File: src/rtl/demux_slot_sequencer_pkg.sv
`default_nettype none
// ============================================================================
// Module   : demux_pkg
// Purpose  : Shared types, defaults and the next-enabled-channel search used
//            by the demux slot sequencer.
// Contents : state_t            - sequencer FSM states (IDLE, RUN)
//            NCH_DEFAULT        - default channel count (6)
//            SEL_W_DEFAULT      - default select width (3)
//            next_sel_t         - search result {idx, last}
//            find_next_enabled  - lowest set mask bit at or above a bound
// Revision : 1.0 - initial release
// ============================================================================
package demux_pkg;

  localparam int NCH_DEFAULT   = 6;
  localparam int SEL_W_DEFAULT = 3;
  // Widest supported channel count; the search runs on a zero-padded mask.
  localparam int MAX_CH        = 8;

  typedef enum logic [0:0] {
    ST_IDLE = 1'b0,
    ST_RUN  = 1'b1
  } state_t;

  // last=1 means no enabled channel exists at or above the search bound,
  // i.e. the channel just below the bound was the final one of the frame.
  typedef struct packed {
    logic [2:0] idx;
    logic       last;
  } next_sel_t;

  function automatic next_sel_t find_next_enabled(
    input logic [MAX_CH-1:0] mask,
    input logic [3:0]        from_idx
  );
    next_sel_t res;
    res.idx  = 3'd0;
    res.last = 1'b1;
    // Walk downward so the lowest qualifying index is the one left standing.
    for (int i = MAX_CH - 1; i >= 0; i--) begin
      if (mask[i] && (i >= int'(from_idx))) begin
        res.idx  = 3'(i);
        res.last = 1'b0;
      end
    end
    return res;
  endfunction

endpackage
`default_nettype wire

File: src/rtl/demux_slot_sequencer_if.sv
`default_nettype none
// ============================================================================
// Module   : demux_slot_sequencer_if
// Purpose  : Handshake and demux-drive bundle of the slot sequencer.
// Signals  : start, ch_en          - frame request and channel enable mask
//            in_valid, in_bit      - upstream serial bit (valid side)
//            in_ready              - sequencer accepts in_bit (ready side)
//            busy                  - frame in progress
//            sel, dout, dout_valid - registered demux select / data / strobe
//            frame_done            - strobe with the last bit of a frame
// Modports : master - frame/bit source and output observer
//            slave  - the sequencer itself
// Revision : 1.0 - initial release
// ============================================================================
interface demux_slot_sequencer_if #(
  parameter int NCH  = 6,
  parameter int SELW = 3
);
  logic            start;
  logic [NCH-1:0]  ch_en;
  logic            in_valid;
  logic            in_bit;
  logic            in_ready;
  logic            busy;
  logic [SELW-1:0] sel;
  logic            dout;
  logic            dout_valid;
  logic            frame_done;

  modport master (
    output start, ch_en, in_valid, in_bit,
    input  in_ready, busy, sel, dout, dout_valid, frame_done
  );

  modport slave (
    input  start, ch_en, in_valid, in_bit,
    output in_ready, busy, sel, dout, dout_valid, frame_done
  );
endinterface
`default_nettype wire

File: src/rtl/demux_slot_sequencer_priority_next_sel.sv
`default_nettype none
// ============================================================================
// Module   : priority_next_sel
// Purpose  : Combinational finder of the lowest enabled channel at or above
//            a bound. Bound 0 gives the first channel of a new frame; bound
//            ptr+1 gives the channel following ptr.
// Ports    : mask     in  NCH    channel enable mask
//            from_idx in  SELW+1 lowest index considered (may equal NCH)
//            idx      out SELW   found channel index (0 when none)
//            last     out 1      no enabled channel at or above from_idx
// Revision : 1.0 - initial release
// ============================================================================
module priority_next_sel
  import demux_pkg::*;
#(
  parameter int NCH  = NCH_DEFAULT,
  parameter int SELW = SEL_W_DEFAULT
) (
  input  wire  [NCH-1:0]  mask,
  input  wire  [SELW:0]   from_idx,
  output logic [SELW-1:0] idx,
  output logic            last
);

  next_sel_t w_res;

  always_comb begin
    w_res = find_next_enabled(MAX_CH'(mask), 4'(from_idx));
    idx   = SELW'(w_res.idx);
    last  = w_res.last;
  end

endmodule
`default_nettype wire

File: src/rtl/demux_slot_sequencer.sv
`default_nettype none
// ============================================================================
// Module   : demux_slot_sequencer
// Purpose  : Distributes a serial bit stream round-robin over the enabled
//            outputs of a 1:NCH demultiplexer, one frame per start request,
//            driving the demux select and data as a registered aligned pair.
// Ports    : clk  in  1  system clock (rising edge)
//            rst  in  1  asynchronous active-high reset
//            bus  slave modport of demux_slot_sequencer_if:
//                   start, ch_en, in_valid, in_bit        (in)
//                   in_ready, busy, sel, dout,
//                   dout_valid, frame_done                (out)
// Revision : 1.0 - initial release
// ============================================================================
module demux_slot_sequencer
  import demux_pkg::*;
#(
  parameter int NCH  = NCH_DEFAULT,
  parameter int SELW = SEL_W_DEFAULT
) (
  input wire clk,
  input wire rst,
  demux_slot_sequencer_if.slave bus
);

  state_t          r_state;
  state_t          w_state_next;
  logic [NCH-1:0]  r_mask;
  logic [SELW-1:0] r_ptr;
  logic [SELW-1:0] r_sel;
  logic            r_dout;
  logic            r_dout_valid;
  logic            r_frame_done;
  logic            r_busy;

  logic            w_run;
  logic            w_accept;
  logic            w_start_ok;
  logic [NCH-1:0]  w_srch_mask;
  logic [SELW:0]   w_srch_from;
  logic [SELW-1:0] w_srch_idx;
  logic            w_srch_last;

  assign w_run      = (r_state == ST_RUN);
  assign w_accept   = w_run & bus.in_valid;
  assign w_start_ok = ~w_run & bus.start & (|bus.ch_en);

  // One finder serves both phases: in IDLE it looks for the first channel of
  // the incoming mask, in RUN for the channel after ptr in the latched mask.
  assign w_srch_mask = w_run ? r_mask : bus.ch_en;
  assign w_srch_from = w_run ? ({1'b0, r_ptr} + (SELW+1)'(1)) : '0;

  priority_next_sel #(
    .NCH  (NCH),
    .SELW (SELW)
  ) u_next_sel (
    .mask     (w_srch_mask),
    .from_idx (w_srch_from),
    .idx      (w_srch_idx),
    .last     (w_srch_last)
  );

  always_ff @(posedge clk or posedge rst) begin
    if (rst) begin
      r_state <= ST_IDLE;
    end else begin
      r_state <= w_state_next;
    end
  end

  always_comb begin
    w_state_next = r_state;
    case (r_state)
      ST_IDLE: if (w_start_ok) w_state_next = ST_RUN;
      // In RUN, "last" means nothing enabled above ptr: this accept ends it.
      ST_RUN:  if (w_accept && w_srch_last) w_state_next = ST_IDLE;
      default: w_state_next = ST_IDLE;
    endcase
  end

  always_ff @(posedge clk or posedge rst) begin
    if (rst) begin
      r_mask       <= '0;
      r_ptr        <= '0;
      r_sel        <= '0;
      r_dout       <= 1'b0;
      r_dout_valid <= 1'b0;
      r_frame_done <= 1'b0;
      r_busy       <= 1'b0;
    end else begin
      r_busy <= (w_state_next == ST_RUN);

      if (w_start_ok) begin
        r_mask <= bus.ch_en;
        r_ptr  <= w_srch_idx;
      end

      if (w_accept) begin
        r_sel        <= r_ptr;
        r_dout       <= bus.in_bit;
        r_dout_valid <= 1'b1;
        r_frame_done <= w_srch_last;
        if (!w_srch_last) begin
          r_ptr <= w_srch_idx;
        end
      end else begin
        // Data forced low keeps every demux output low between bits;
        // sel is left alone so the select lines do not toggle needlessly.
        r_dout       <= 1'b0;
        r_dout_valid <= 1'b0;
        r_frame_done <= 1'b0;
      end
    end
  end

  assign bus.in_ready   = w_run;
  assign bus.busy       = r_busy;
  assign bus.sel        = r_sel;
  assign bus.dout       = r_dout;
  assign bus.dout_valid = r_dout_valid;
  assign bus.frame_done = r_frame_done;

endmodule
`default_nettype wire

File: src/flat_wrapper.sv
// flat-port wrapper written by rule: the top's interface ports become plain ports
module demux_slot_sequencer_flat import demux_pkg::*;
#(
  parameter int NCH  = NCH_DEFAULT,
  parameter int SELW = SEL_W_DEFAULT
)
  (clk, rst, bus_start, bus_ch_en, bus_in_valid, bus_in_bit, bus_in_ready, bus_busy, bus_sel, bus_dout, bus_dout_valid, bus_frame_done);
  demux_slot_sequencer_if #(.NCH(NCH), .SELW(SELW)) bus_i ();
  input wire clk;
  input wire rst;
  input wire logic [$bits(bus_i.start)-1:0] bus_start;
  input wire logic [$bits(bus_i.ch_en)-1:0] bus_ch_en;
  input wire logic [$bits(bus_i.in_valid)-1:0] bus_in_valid;
  input wire logic [$bits(bus_i.in_bit)-1:0] bus_in_bit;
  output wire logic [$bits(bus_i.in_ready)-1:0] bus_in_ready;
  output wire logic [$bits(bus_i.busy)-1:0] bus_busy;
  output wire logic [$bits(bus_i.sel)-1:0] bus_sel;
  output wire logic [$bits(bus_i.dout)-1:0] bus_dout;
  output wire logic [$bits(bus_i.dout_valid)-1:0] bus_dout_valid;
  output wire logic [$bits(bus_i.frame_done)-1:0] bus_frame_done;
  assign bus_i.start = bus_start;
  assign bus_i.ch_en = bus_ch_en;
  assign bus_i.in_valid = bus_in_valid;
  assign bus_i.in_bit = bus_in_bit;
  assign bus_in_ready = bus_i.in_ready;
  assign bus_busy = bus_i.busy;
  assign bus_sel = bus_i.sel;
  assign bus_dout = bus_i.dout;
  assign bus_dout_valid = bus_i.dout_valid;
  assign bus_frame_done = bus_i.frame_done;
  demux_slot_sequencer #(.NCH(NCH), .SELW(SELW)) u_core (.clk(clk), .rst(rst), .bus(bus_i));
endmodule
File: config.mk
export PLATFORM = sky130hd
export DESIGN_NAME = demux_slot_sequencer_flat
export DESIGN_NICKNAME = d
export VERILOG_FILES = /design/src/rtl/demux_slot_sequencer_pkg.sv /design/src/rtl/demux_slot_sequencer_if.sv /design/src/rtl/demux_slot_sequencer_priority_next_sel.sv /design/src/rtl/demux_slot_sequencer.sv /design/src/flat_wrapper.sv
export SDC_FILE = /design/constraint.sdc
export NUM_CORES = 1
export LEC_CHECK = 0
export BUFFER_PORTS_ARGS = -buffer_cell sky130_fd_sc_hd__clkbuf_2
export CAP_MARGIN = 30
export CORE_ASPECT_RATIO = 0.9
export CORE_MARGIN = 2
export CORE_UTILIZATION = 41
export DETAILED_ROUTE_END_ITERATION = 10
export PLACE_DENSITY = 0.69
export SYNTH_ARGS = -nofsm -noshare
export SYNTH_HDL_FRONTEND = slang
export SYNTH_SLANG_ARGS = --single-unit
File: constraint.sdc
create_clock -name clk -period 1.8 [get_ports clk]
set_input_delay 0.36 -clock clk [delete_from_list [all_inputs] [get_ports clk]]
set_output_delay 0.36 -clock clk [all_outputs]
set_load 0.01 [all_outputs]
# [Word level (Yosys, flattened, before mapping)]
# Index checks and enable logic that the tools add are counted.
[op_classes] addsub=1 n_mul=0 div=0 n_lt_le_gt_ge=6 eq_ne=0 n_shift=0 muxes=17 bitwise=4 n_reduce_logical=8
[ops] operator="4-bit two-way mux" count=7
[ops] operator="3-bit two-way mux" count=3
[ops] operator="1-bit by 4-bit >= comparator with 1-bit output (first input constant)" count=2
[ops] operator="2-bit by 4-bit >= comparator with 1-bit output (first input constant)" count=2
[ops] operator="3-bit by 4-bit >= comparator with 1-bit output (first input constant)" count=2
[ops] operator="1-bit logical AND" count=7
[ops] operator="6-bit two-way mux" count=1
[ops] operator="6-bit OR reduction" count=1
[ops] operator="1-bit two-way mux" count=5
[ops] operator="3-bit by 1-bit adder with 4-bit output (second input constant)" count=1
[ops] operator="1-bit bitwise AND" count=3
[ops] operator="1-bit case mux with 2 select lines" count=1
[ops] operator="1-bit NOT" count=1
[totals] register_bits=16 latch_bits=0 mem_bits_rw=0 rom_bits=0 in_bits=11 output_inout_bits=8 wordCells=43 memories=0

# [Longest topological paths before layout]
# Gate-level depths: netlist of run 1.
[depth] word_depth=13 ltp_mapped=6 depth_no_buf=6

# [Cells and area by module]
# From an unflattened synthesis of run 1, not the netlist that was laid out.
[hier_totals] cells_unflattened=80 hier_area_um2=922.1
[modules_own_cells] mod="demux_slot_sequencer" n_inst=1 cells_per_inst=58 area_per_inst_um2=777.0 seq_area_each_um2=400.4
[modules_own_cells] mod="priority_next_sel" n_inst=1 cells_per_inst=22 area_per_inst_um2=145.1 seq_area_each_um2=0.0

# [Least setup slack after synthesis of run 1]
# OpenSTA, ideal clock, no wires.
[synth_path] kind="reg2reg" from="register u_core.r_ptr[0]" to="register u_core.r_ptr[0]" setup_time_ns=0.128 t_arrival_ns=1.750 required_time_ns=1.672 slack_ns=-0.077 path_stages_with_launch=7 path_buffers=0 synth_period_minus_slack_ns=1.877 cell_sequence="dfrtp_1 -> ha_1 -> nand4b_1 -> a21boi_1 -> a31o_4 -> a21oi_2 -> mux2_1"
[synth_between] elab_chain_len=13 word_cells_on_any_way=23 cone_classes="add/sub (1); order compare (6); mux (10); reduce/logical (6)"
[synth_rtl] element="start, declared" line_no="demux_slot_sequencer.sv:29" text="logic [SELW-1:0] r_ptr;"
[synth_rtl] element="start signal, assigned" line_no="demux_slot_sequencer.sv:95" text="r_ptr <= w_srch_idx;"
[synth_rtl] element="start signal, assigned" line_no="demux_slot_sequencer.sv:104" text="r_ptr <= w_srch_idx;"
[synth_rtl] element="3-bit by 1-bit adder with 4-bit output" line_no="demux_slot_sequencer.sv:51" text="assign w_srch_from = w_run ? ({1'b0, r_ptr} + (SELW+1)'(1)) : '0;"
[synth_rtl] element="4-bit two-way mux" line_no="demux_slot_sequencer.sv:51"
[synth_rtl] element="3-bit by 4-bit >= comparator with 1-bit output" line_no="demux_slot_sequencer_pkg.sv:41" text="if (mask[i] && (i >= int'(from_idx))) begin"
[synth_rtl] element="1-bit logical AND" line_no="demux_slot_sequencer_pkg.sv:41"
[synth_rtl] element="4-bit two-way mux (6 in series)" line_no="demux_slot_sequencer_pkg.sv:41"
[synth_rtl] element="3-bit two-way mux" line_no="demux_slot_sequencer.sv:93" text="if (w_start_ok) begin"
[synth_rtl] element="3-bit two-way mux" line_no="demux_slot_sequencer.sv:103" text="if (!w_srch_last) begin"
[synth_rtl] element="3-bit two-way mux *" line_no="demux_slot_sequencer.sv:98" text="if (w_accept) begin"
# Every way passes the cells marked *; elsewhere a longest branch is shown, timed or not.
# A chain may end at the register's enable or synchronous reset.

# [Final worst setup path of run 1]
[layout_path] from="register u_core.r_ptr[1]" to="register u_core.r_ptr[0]"
[layout_between] elab_chain_len=13 word_cells_on_any_way=23 cone_classes="add/sub (1); order compare (6); mux (10); reduce/logical (6)"
[layout_rtl] element="3-bit by 1-bit adder with 4-bit output *" line_no="demux_slot_sequencer.sv:51"
[layout_rtl] element="4-bit two-way mux *" line_no="demux_slot_sequencer.sv:51"
[layout_rtl] element="3-bit by 4-bit >= comparator with 1-bit output" line_no="demux_slot_sequencer_pkg.sv:41"
[layout_rtl] element="1-bit logical AND" line_no="demux_slot_sequencer_pkg.sv:41"
[layout_rtl] element="4-bit two-way mux (5 in series)" line_no="demux_slot_sequencer_pkg.sv:41"
[layout_rtl] element="4-bit two-way mux *" line_no="demux_slot_sequencer_pkg.sv:41"
[layout_rtl] element="3-bit two-way mux" line_no="demux_slot_sequencer.sv:93"
[layout_rtl] element="3-bit two-way mux" line_no="demux_slot_sequencer.sv:103"
[layout_rtl] element="3-bit two-way mux *" line_no="demux_slot_sequencer.sv:98"
# Marks and branches as above.

==> flow_metrics.tcl, run 1 <==
set metrics [dict create \
    dp_slack_ns -0.0512 \
    fill_cells 187 \
    cts_root_buf "clkbuf_4" \
    fin_crit_ns 1.89 \
    cts.htree.levels 1 \
    synthSimpleGateAreaFrac_pct 13.8 \
    layout_common_cells "clkbuf_2 (18), dfrtp_1 (15), o21ai_0 (9), buf_4 (9)" \
    postSynth.asyncResetShare_pct 100 \
    core_area_sq_um 1970 \
    antenna_found_initial 0 \
    synth_compound_area_share_pct 23.3 \
    critical_path.max_stage_delay_ns 0.42 \
    grt_pass1_wl_um 3150 \
    die_w_um 53.0 \
    slew_violations 0 \
    io_buffers 18 \
    power_leakage_nw 0.542 \
    critical_path.top_delay_family "compound AO/OA/AOI/OAI gates" \
    wl_per_cell_um 14.0 \
    fp.dieH_um 48.1 \
    powerDensity_nw_per_um2 1950 \
    dieArea_sq_um 2550 \
    num_antenna_cells 0 \
    clockBufferDepth 2 \
    synth_fa_ha_area_share_pct 1.41 \
    ant_nets 0 \
    firstDrtPassIters 4 \
    dpl.hpwl_um 1440 \
    tightest_slew_ns 0.603 \
    synth_top_family_by_area "compound AO/OA/AOI/OAI gates" \
    critPathCaptureType "flop" \
    max_freq_mhz 529 \
    grt_max_degree 17 \
    synth_edf_count 0 \
    routed_via_density 5.49 \
    required_ns 1.98 \
    rsz0062_at_grt "true" \
    grt_usage_pct 17.6 \
    pin_count 19 \
    gp_congestion 0.891 \
    setup_ws_ns -0.0909 \
    final_hold_viol_count 0 \
    drive_gt1_share_pct 44.3 \
    final_common_cell "clkbuf_2" \
    worst-endpoint-arrival_ns 2.07 \
    vias 768 \
    cap_violations 0 \
    violations "setup timing" \
    crit_type "flop to flop" \
    synth_mux_area_share_pct 11.7 \
    avgSynthCellArea_sq_um 10.3 \
    finalCritPeriodShare_pct 105 \
    finalSetupTns_ns -0.137 \
    numCtsBuffers 3 \
    synth-seq-cells 16 \
    wl_um 1960 \
    rows 15 \
    cts_tree "done" \
    clock-sinks 16 \
    path_clk_slew_ns 0.09 \
    worstSetupStartpointType "flop" \
    path_max_fanout 4 \
    relSlewSlack_pct 59.8 \
    overflow 0 \
    syn-num-nets 98 \
    ys_warn_count 0 \
    synthFlopType "dfrtp_1" \
    synth_xor_area_share_pct 0 \
    drcViolationCount 0 \
    synth_cells 86 \
    drtIter0Drc 35 \
    clkLatencyLatePin_ns 0.29 \
    setup_viol 3 \
    finalClockSkew_ns 0.00128 \
    syn_area_sq_um 887 \
    ys_types 36 \
    cpMaxStageDelayCell "dfrtp_1" \
    path_buf_inv 0 \
    seq_area_frac_synth_pct 45.1 \
    nets 128 \
    start_util_pct 45.0 \
    area_delta_synth_final_pct 29.1 \
    grt_pass1_vias 697 \
    status "complete, but fails checks" \
    hold_path_class "input pin to async pin" \
    crit_chain "ha_4, nand4b_1, a21boi_2, a31o_4, a21oi_4, mux2_4" \
    peakVddDrop_uv 969 \
]
-- power by group --
group / switching (W) / internal [W]
clock: 0.000118 / 0.000123
combinational: 0.000638 / 0.000699
sequential: 0.000128 / 0.000521
-- state kept, by name, indices dropped and copies added, names as in the netlist --
signal,flops
u_core.bus.dout_valid,1
u_core.r_mask,6
u_core.bus.dout,1
u_core.bus.frame_done,1
u_core.bus.in_ready,1
u_core.bus.sel,3
u_core.r_ptr,3
-- cells by family after synthesis --
| family | Yosys count |
|---|---|
| muxes | 9 |
| buffers and inverters | 8 |
| DFF | 16 |
| AOI/OAI and AO/OA | 28 |
| and+or+nand+nor | 24 |
| adders and majority gates | 1 |
-- repair_timing --
item,4_1_cts,5_1_grt
setup buffers,0,2
gates cloned,0,0
hold buffers,0,0
gates resized for setup,5,3
pin swaps,0,0
endpoints found under the setup margin,2,5
-- per-stage QoR --
| step | cell area (sq um) | power, W | instances | hold slack (ns) | util [%] |
|---|---|---|---|---|---|
| after CTS | 1110 | 0.00211 | 138 | 0.132 | 56.4 |
| after detailed placement | 1050 | 0.00180 | 134 | 0.447 | 53.5 |
| after global placement | 1050 | 0.00177 | 134 | 0.441 | 53.5 |
| after global routing | 1140 | 0.00238 | 140 | 0.167 | 58.1 |
| final | 1140 | 0.00223 | 140 | 0.101 | 58.1 |
| after floorplan | 900 | 0.00146 | 86 | 0.274 | - |
-- final cells by class --
| class | instances | area, sq um | area share, % |
|---|---|---|---|
| repair buffers | 27 | 158 | 13.8 |
| clock buffers | 4 | 36.3 | 3.17 |
| inverters | 6 | 22.5 | 1.97 |
| flip-flops and latches | 16 | 402 | 35.1 |
| multi-input cells | 62 | 495 | 43.3 |
| well taps | 25 | 31.3 | 2.73 |
-- final timing paths --
kind,start,endpoint,slack (ns),cells after the start
min in group clk,bus_in_bit,u_core.bus.dout,0.31,2
max reg2reg,u_core.r_ptr[1],u_core.r_ptr[0],-0.09,6
max,u_core.r_ptr[1],u_core.r_ptr[0],-0.09,6
max in group asynchronous,rst,u_core.bus.in_ready,1.27,2
min,rst,u_core.r_mask[4],0.10,2
min reg2reg,u_core.bus.sel[1],u_core.bus.sel[1],0.49,2
-- synthesized netlist by cell type, types with 2 or more instances --
| cell | count | area [sq um] |
|---|---|---|
| nor2b_1 | 4 | 25.0 |
| a21oi_1 | 2 | 10.0 |
| inv_1 | 5 | 18.8 |
| mux2_2 | 6 | 67.6 |
| dfrtp_1 | 16 | 400 |
| and3_1 | 2 | 12.5 |
| nand2_1 | 6 | 22.5 |
| nor2_1 | 5 | 18.8 |
| o21ai_1 | 2 | 10.0 |
| nand2b_1 | 2 | 12.5 |
| o21ai_0 | 10 | 50.1 |
| o21a_1 | 2 | 15.0 |
-- routing by layer --
layer	track usage (%)	part of all wire, %
met1	23.2	43
met2	29.0	48
met3	3.07	6.9
met4	8.21	1.4
met5	0	0
-- worst reg2reg max path: cells and delay by family, from the launching register on --
family,cells,cell delay [ns]
AOI/OAI and AO/OA,3,0.59
adders and majority gates,1,0.27
muxes,1,0.31
and+or+nand+nor,1,0.20
DFF,1,0.42
No activity file was read; power rests on OpenSTA's default activity.
==> run 2, diff against run 1 <==
- CORE_UTILIZATION: 41 -> 50
- CTS_BUF_LIST: default -> sky130_fd_sc_hd__clkbuf_4
- PLACE_DENSITY: 0.69 -> 0.81
==> flow_metrics.tcl, run 2 (same netlist as run 1, synthesis figures left out) <==
set metrics [dict create \
    status "complete, but fails checks" \
    violations "setup timing" \
    grt_pass1_wl_um 3420 \
    power.switching_w 0.000865 \
    seqCellArea_sq_um 400 \
    finalSetupTns_ns -0.175 \
    grt_max_degree 17 \
    cpMaxStageDelayCell "dfrtp_1" \
    path_buf_inv 0 \
    pwr-share-clk_pct 8.7 \
    worst-endpoint-arrival_ns 2.07 \
    antenna_found_initial 0 \
    setup_ws_ns -0.0960 \
    endpoint "u_core.r_ptr[0]" \
    gp_congestion 0.857 \
    p_int_w 0.00125 \
    die_w_um 48.4 \
    drtIter0Drc 26 \
    fill_cells 142 \
    path_max_fanout 4 \
    clockBufferDepth 2 \
    max_freq_mhz 527 \
    powerDensity_nw_per_um2 1930 \
    grt_usage_pct 21.7 \
    routed_via_density 5.59 \
    p_seq_share_pct 30.9 \
    vias 755 \
    crit_path_start "u_core.r_ptr[1]" \
    path_clk_slew_ns 0.09 \
    switching_share_pct 40.9 \
    critPathCaptureType "flop" \
    crit_chain "ha_4, nand4b_1, a21boi_2, a31o_4, a21oi_4, mux2_4" \
    r2r_cells 6 \
    start_util_pct 53.3 \
    finish.utilization_pct 65.9 \
    tightest_slew_ns 0.600 \
    reg2reg_slack_ns -0.1 \
    place_area_sq_um 1050 \
    final_common_cell "clkbuf_2" \
    rows 14 \
    core_area_sq_um 1660 \
    drcViolationCount 0 \
    top_register "u_core.r_mask" \
    dpl.hpwl_um 1470 \
    area_delta_synth_final_pct 23.6 \
    fp.dieH_um 44.0 \
    cts_root_buf "clkbuf_4" \
    layout_common_cells "clkbuf_2 (18), dfrtp_1 (16), o21ai_0 (9)" \
    peakVddDrop_uv 977 \
    dieArea_sq_um 2130 \
    instances_no_fill 135 \
    firstDrtPassIters 4 \
    rsz0062_at_grt "true" \
    cts_tree "done" \
    slew_violations 0 \
    critical_path.max_stage_delay_ns 0.42 \
    critical_path.top_delay_family "compound AO/OA/AOI/OAI gates" \
    io_buffers 18 \
    worstSetupStartpointType "flop" \
    wl_um 1980 \
    finalClockSkew_ns 0.000465 \
    nets 125 \
    crit_type "flop to flop" \
    relSlewSlack_pct 60.0 \
    r2r-start "u_core.r_ptr[1]" \
    regToRegEndpoint "u_core.r_ptr[0]" \
    setup_viol 3 \
    required_ns 1.97 \
    hold_path_class "input pin to async pin" \
    overflow 0 \
    cap_violations 0 \
    num_antenna_cells 0 \
    clkLatencyLatePin_ns 0.28 \
    numCtsBuffers 3 \
    postCtsSetupBuffers 0 \
    postLayoutCellArea_sq_um 1100 \
    clock-sinks 16 \
    combPwrFrac_pct 60.4 \
    fin_crit_ns 1.90 \
    cts.htree.levels 1 \
    pin_count 19 \
    wl_per_cell_um 14.7 \
    largest_register_ffs 6 \
    dp_slack_ns -0.0643 \
    dp.cells 132 \
    critical_path_depth 6 \
    final_hold_viol_count 0 \
    power_leakage_nw 0.522 \
    finalCritPeriodShare_pct 105 \
    ant_nets 0 \
    grt_pass1_vias 773 \
    drive_gt1_share_pct 39.6 \
    multi_input_area_sq_um 485 \
]
[run 2: through the flow]
step,power [W],hold slack [ns]
after global routing,0.00228,0.196
after detailed placement,0.00180,0.438
after CTS,0.00199,0.133
after floorplan,0.00146,0.274
final,0.00211,0.112
after global placement,0.00175,0.430
[run 2: power groups by stage]
stage	registers [W]	logic, W	clock network [W]
after floorplan	0.000661	0.000797	0
after global placement	0.000645	0.00110	0
after detailed placement	0.000660	0.00115	0
after CTS	0.000652	0.00115	0.000186
after global routing	0.000678	0.00140	0.000204
final	0.000654	0.00128	0.000183
[run 2: timing repair]
| item | CTS | global route |
|---|---|---|
| endpoints found under the setup margin | 1 | 4 |
| hold buffers | 0 | 0 |
| resized for setup | 0 | 5 |
| pin swaps | 0 | 1 |
[run 2: cell type report]
cell class / instances / area share, %
clock buffer: 3 / 2.05
inverter: 6 / 2.05
multi-input combinational: 62 / 44.3
sequential: 16 / 36.5
tap: 24 / 2.74
timing repair buffer: 24 / 12.3
[run 2: metal layers]
| metal | vias to the layer above | part of all wire [%] | global-route usage [%] |
|---|---|---|---|
| li1 | 362 | - | - |
| met1 | 366 | 44 | 27.2 |
| met2 | 23 | 50 | 37.2 |
| met3 | 4 | 4.6 | 2.76 |
| met4 | 0 | 1.7 | 12.0 |
| met5 | - | 0 | 0 |
[run 2: worst min-delay path by stage]
stage | startpoint | end | slack [ns] | depth (start not counted)
2_1_floorplan | rst | u_core.bus.dout | 0.27 | 1
3_3_place_gp | rst | u_core.r_mask[4] | 0.43 | 2
3_5_place_dp | rst | u_core.r_mask[4] | 0.44 | 2
4_1_cts | rst | u_core.r_mask[4] | 0.13 | 2
5_1_grt | rst | u_core.bus.sel[0] | 0.20 | 2
6_report | rst | u_core.r_mask[5] | 0.11 | 2
==> run 3, diff against run 2 <==
- BUFFER_PORTS_ARGS: -buffer_cell sky130_fd_sc_hd__clkbuf_2 -> default
- CORE_UTILIZATION: 50 -> 58
- DONT_BUFFER_PORTS: default -> 1
- MAX_ROUTING_LAYER: default -> met4
- PLACE_DENSITY: 0.81 -> 0.8
==> flow_metrics.tcl, run 3 (same netlist as run 1, synthesis figures left out) <==
set metrics [dict create \
    status "complete, but fails checks" \
    violations "setup timing" \
    place_area_sq_um 952 \
    final_common_cell "dfrtp_1" \
    cts_resized 0 \
    r2r-start "u_core.r_ptr[1]" \
    use_met1_pct 28.4 \
    powerDensity_nw_per_um2 1960 \
    grt_pass1_vias 645 \
    crit_type "flop to flop" \
    antenna_found_initial 0 \
    path_clk_slew_ns 0.09 \
    worst-endpoint-arrival_ns 2.01 \
    nets 109 \
    firstDrtPassIters 4 \
    die_w_um 45.2 \
    grt_busiest_layer "met2" \
    finalClockSkew_ns 0.00125 \
    core_area_sq_um 1430 \
    clock-sinks 16 \
    cts_tree "done" \
    clkLatencyLatePin_ns 0.28 \
    num_antenna_cells 0 \
    drtIter0Drc 26 \
    required_ns 1.98 \
    cts_hold_buf 0 \
    hold_path_class "input pin to async pin" \
    setup_viol 1 \
    use_met3_pct 4.85 \
    ant_nets 0 \
    pin_count 19 \
    r2r_cells 6 \
    routed_via_density 6.27 \
    path_max_fanout 4 \
    fill_cells 105 \
    rows 13 \
    reg2reg_slack_ns -0.03 \
    fin_crit_ns 1.83 \
    worstSetupStartpointType "flop" \
    dieArea_sq_um 1860 \
    wl_um 1700 \
    drive_gt1_share_pct 27.4 \
    max_freq_mhz 546 \
    grtUsageMet2_pct 34.3 \
    crit_path_start "u_core.r_ptr[1]" \
    relSlewSlack_pct 60.4 \
    largest_register_ffs 6 \
    final_hold_viol_count 0 \
    setup_ws_ns -0.0330 \
    dpl.hpwl_um 1310 \
    fp.dieH_um 41.1 \
    gp_congestion 0.869 \
    critPathCaptureType "flop" \
    grt_pass1_wl_um 2750 \
    numCtsBuffers 3 \
    postLayoutCellArea_sq_um 982 \
    start_util_pct 62.0 \
    finalSetupTns_ns -0.0330 \
    grt_max_degree 17 \
    clockBufferDepth 2 \
    cap_violations 0 \
    cts_root_buf "clkbuf_4" \
    regToRegEndpoint "u_core.r_ptr[0]" \
    layout_common_cells "dfrtp_1 (16), o21ai_0 (10), buf_4 (8), nand2_1 (6), mux2_2 (6)" \
    area_delta_synth_final_pct 10.7 \
    cts.htree.levels 1 \
    io_buffers 0 \
    vias 690 \
    peakVddDrop_uv 981 \
    rsz0062_at_grt "true" \
    power_leakage_nw 0.448 \
    grt_usage_pct 22.4 \
    tightest_slew_ns 0.593 \
    top_register "u_core.r_mask" \
    finalCritPeriodShare_pct 102 \
    slew_violations 0 \
    wl_per_cell_um 15.4 \
    drcViolationCount 0 \
    overflow 0 \
]
## run 3: changes by cell type in the layout (fill, tap and decap cells not counted), sizes merged
cell and delta:
buf +2, clkbuf -18
## run 3: worst max-delay path: stages (launching register included)
cell and delay (ns):
dfrtp_1 0.42, ha_4 0.26, nand4b_1 0.17, a21boi_1 0.16, a31o_4 0.24, a21oi_2 0.14
mux2_1 0.33
## run 3: through the flow
step                power (W)  worst slack (ns)  std cells  hold slack [ns]  utilization, %
floorplan             0.00146           0.00979         86            0.274               -
global placement      0.00169            0.0241        106            0.342            66.5
detailed placement    0.00172           -0.0233        106            0.345            66.5
CTS                   0.00190           -0.0360        109           0.0379            68.1
global route          0.00208           -0.0896        110           0.0837            68.6
finish                0.00193           -0.0330        110           0.0167            68.6
## run 3: final cells by class
type                    count  area, sq um  share of cell area [%]
multi-input cells          62          458                    46.6
flip-flops and latches     16          400                    40.8
repair buffers              8         60.1                    6.11
clock buffers               3         22.5                    2.29
inverters                   6         22.5                    2.29
well taps                  15         18.8                    1.91
## run 3: worst max path at each step
stage                      end  slack, ns
5_1_grt        u_core.r_ptr[0]      -0.09
6_report       u_core.r_ptr[0]      -0.03
3_3_place_gp   u_core.r_ptr[0]       0.02
4_1_cts        u_core.r_ptr[0]      -0.04
2_1_floorplan  u_core.r_ptr[0]       0.01
3_5_place_dp   u_core.r_ptr[0]      -0.02
## run 3: power by group
group          switching (W)  leakage [nW]  total [W]  internal, W
sequential          0.000138         0.196   0.000658     0.000520
combinational       0.000511         0.238    0.00108     0.000572
clock               0.000107        0.0138   0.000185    0.0000778
total               0.000756         0.448    0.00193      0.00117
## run 3: what timing repair did
action | in CTS | in global routing
buffers inserted | 0 | 1
pin swaps | 0 | 1
endpoints found under the setup margin | 1 | 3
## run 3: layer usage
| layer | wire, um | share of wire [%] |
|---|---|---|
| met1 | 773 | 46 |
| met2 | 754 | 44 |
| met3 | 136 | 8.0 |
| met4 | 31 | 1.8 |
| met5 | 0 | 0 |
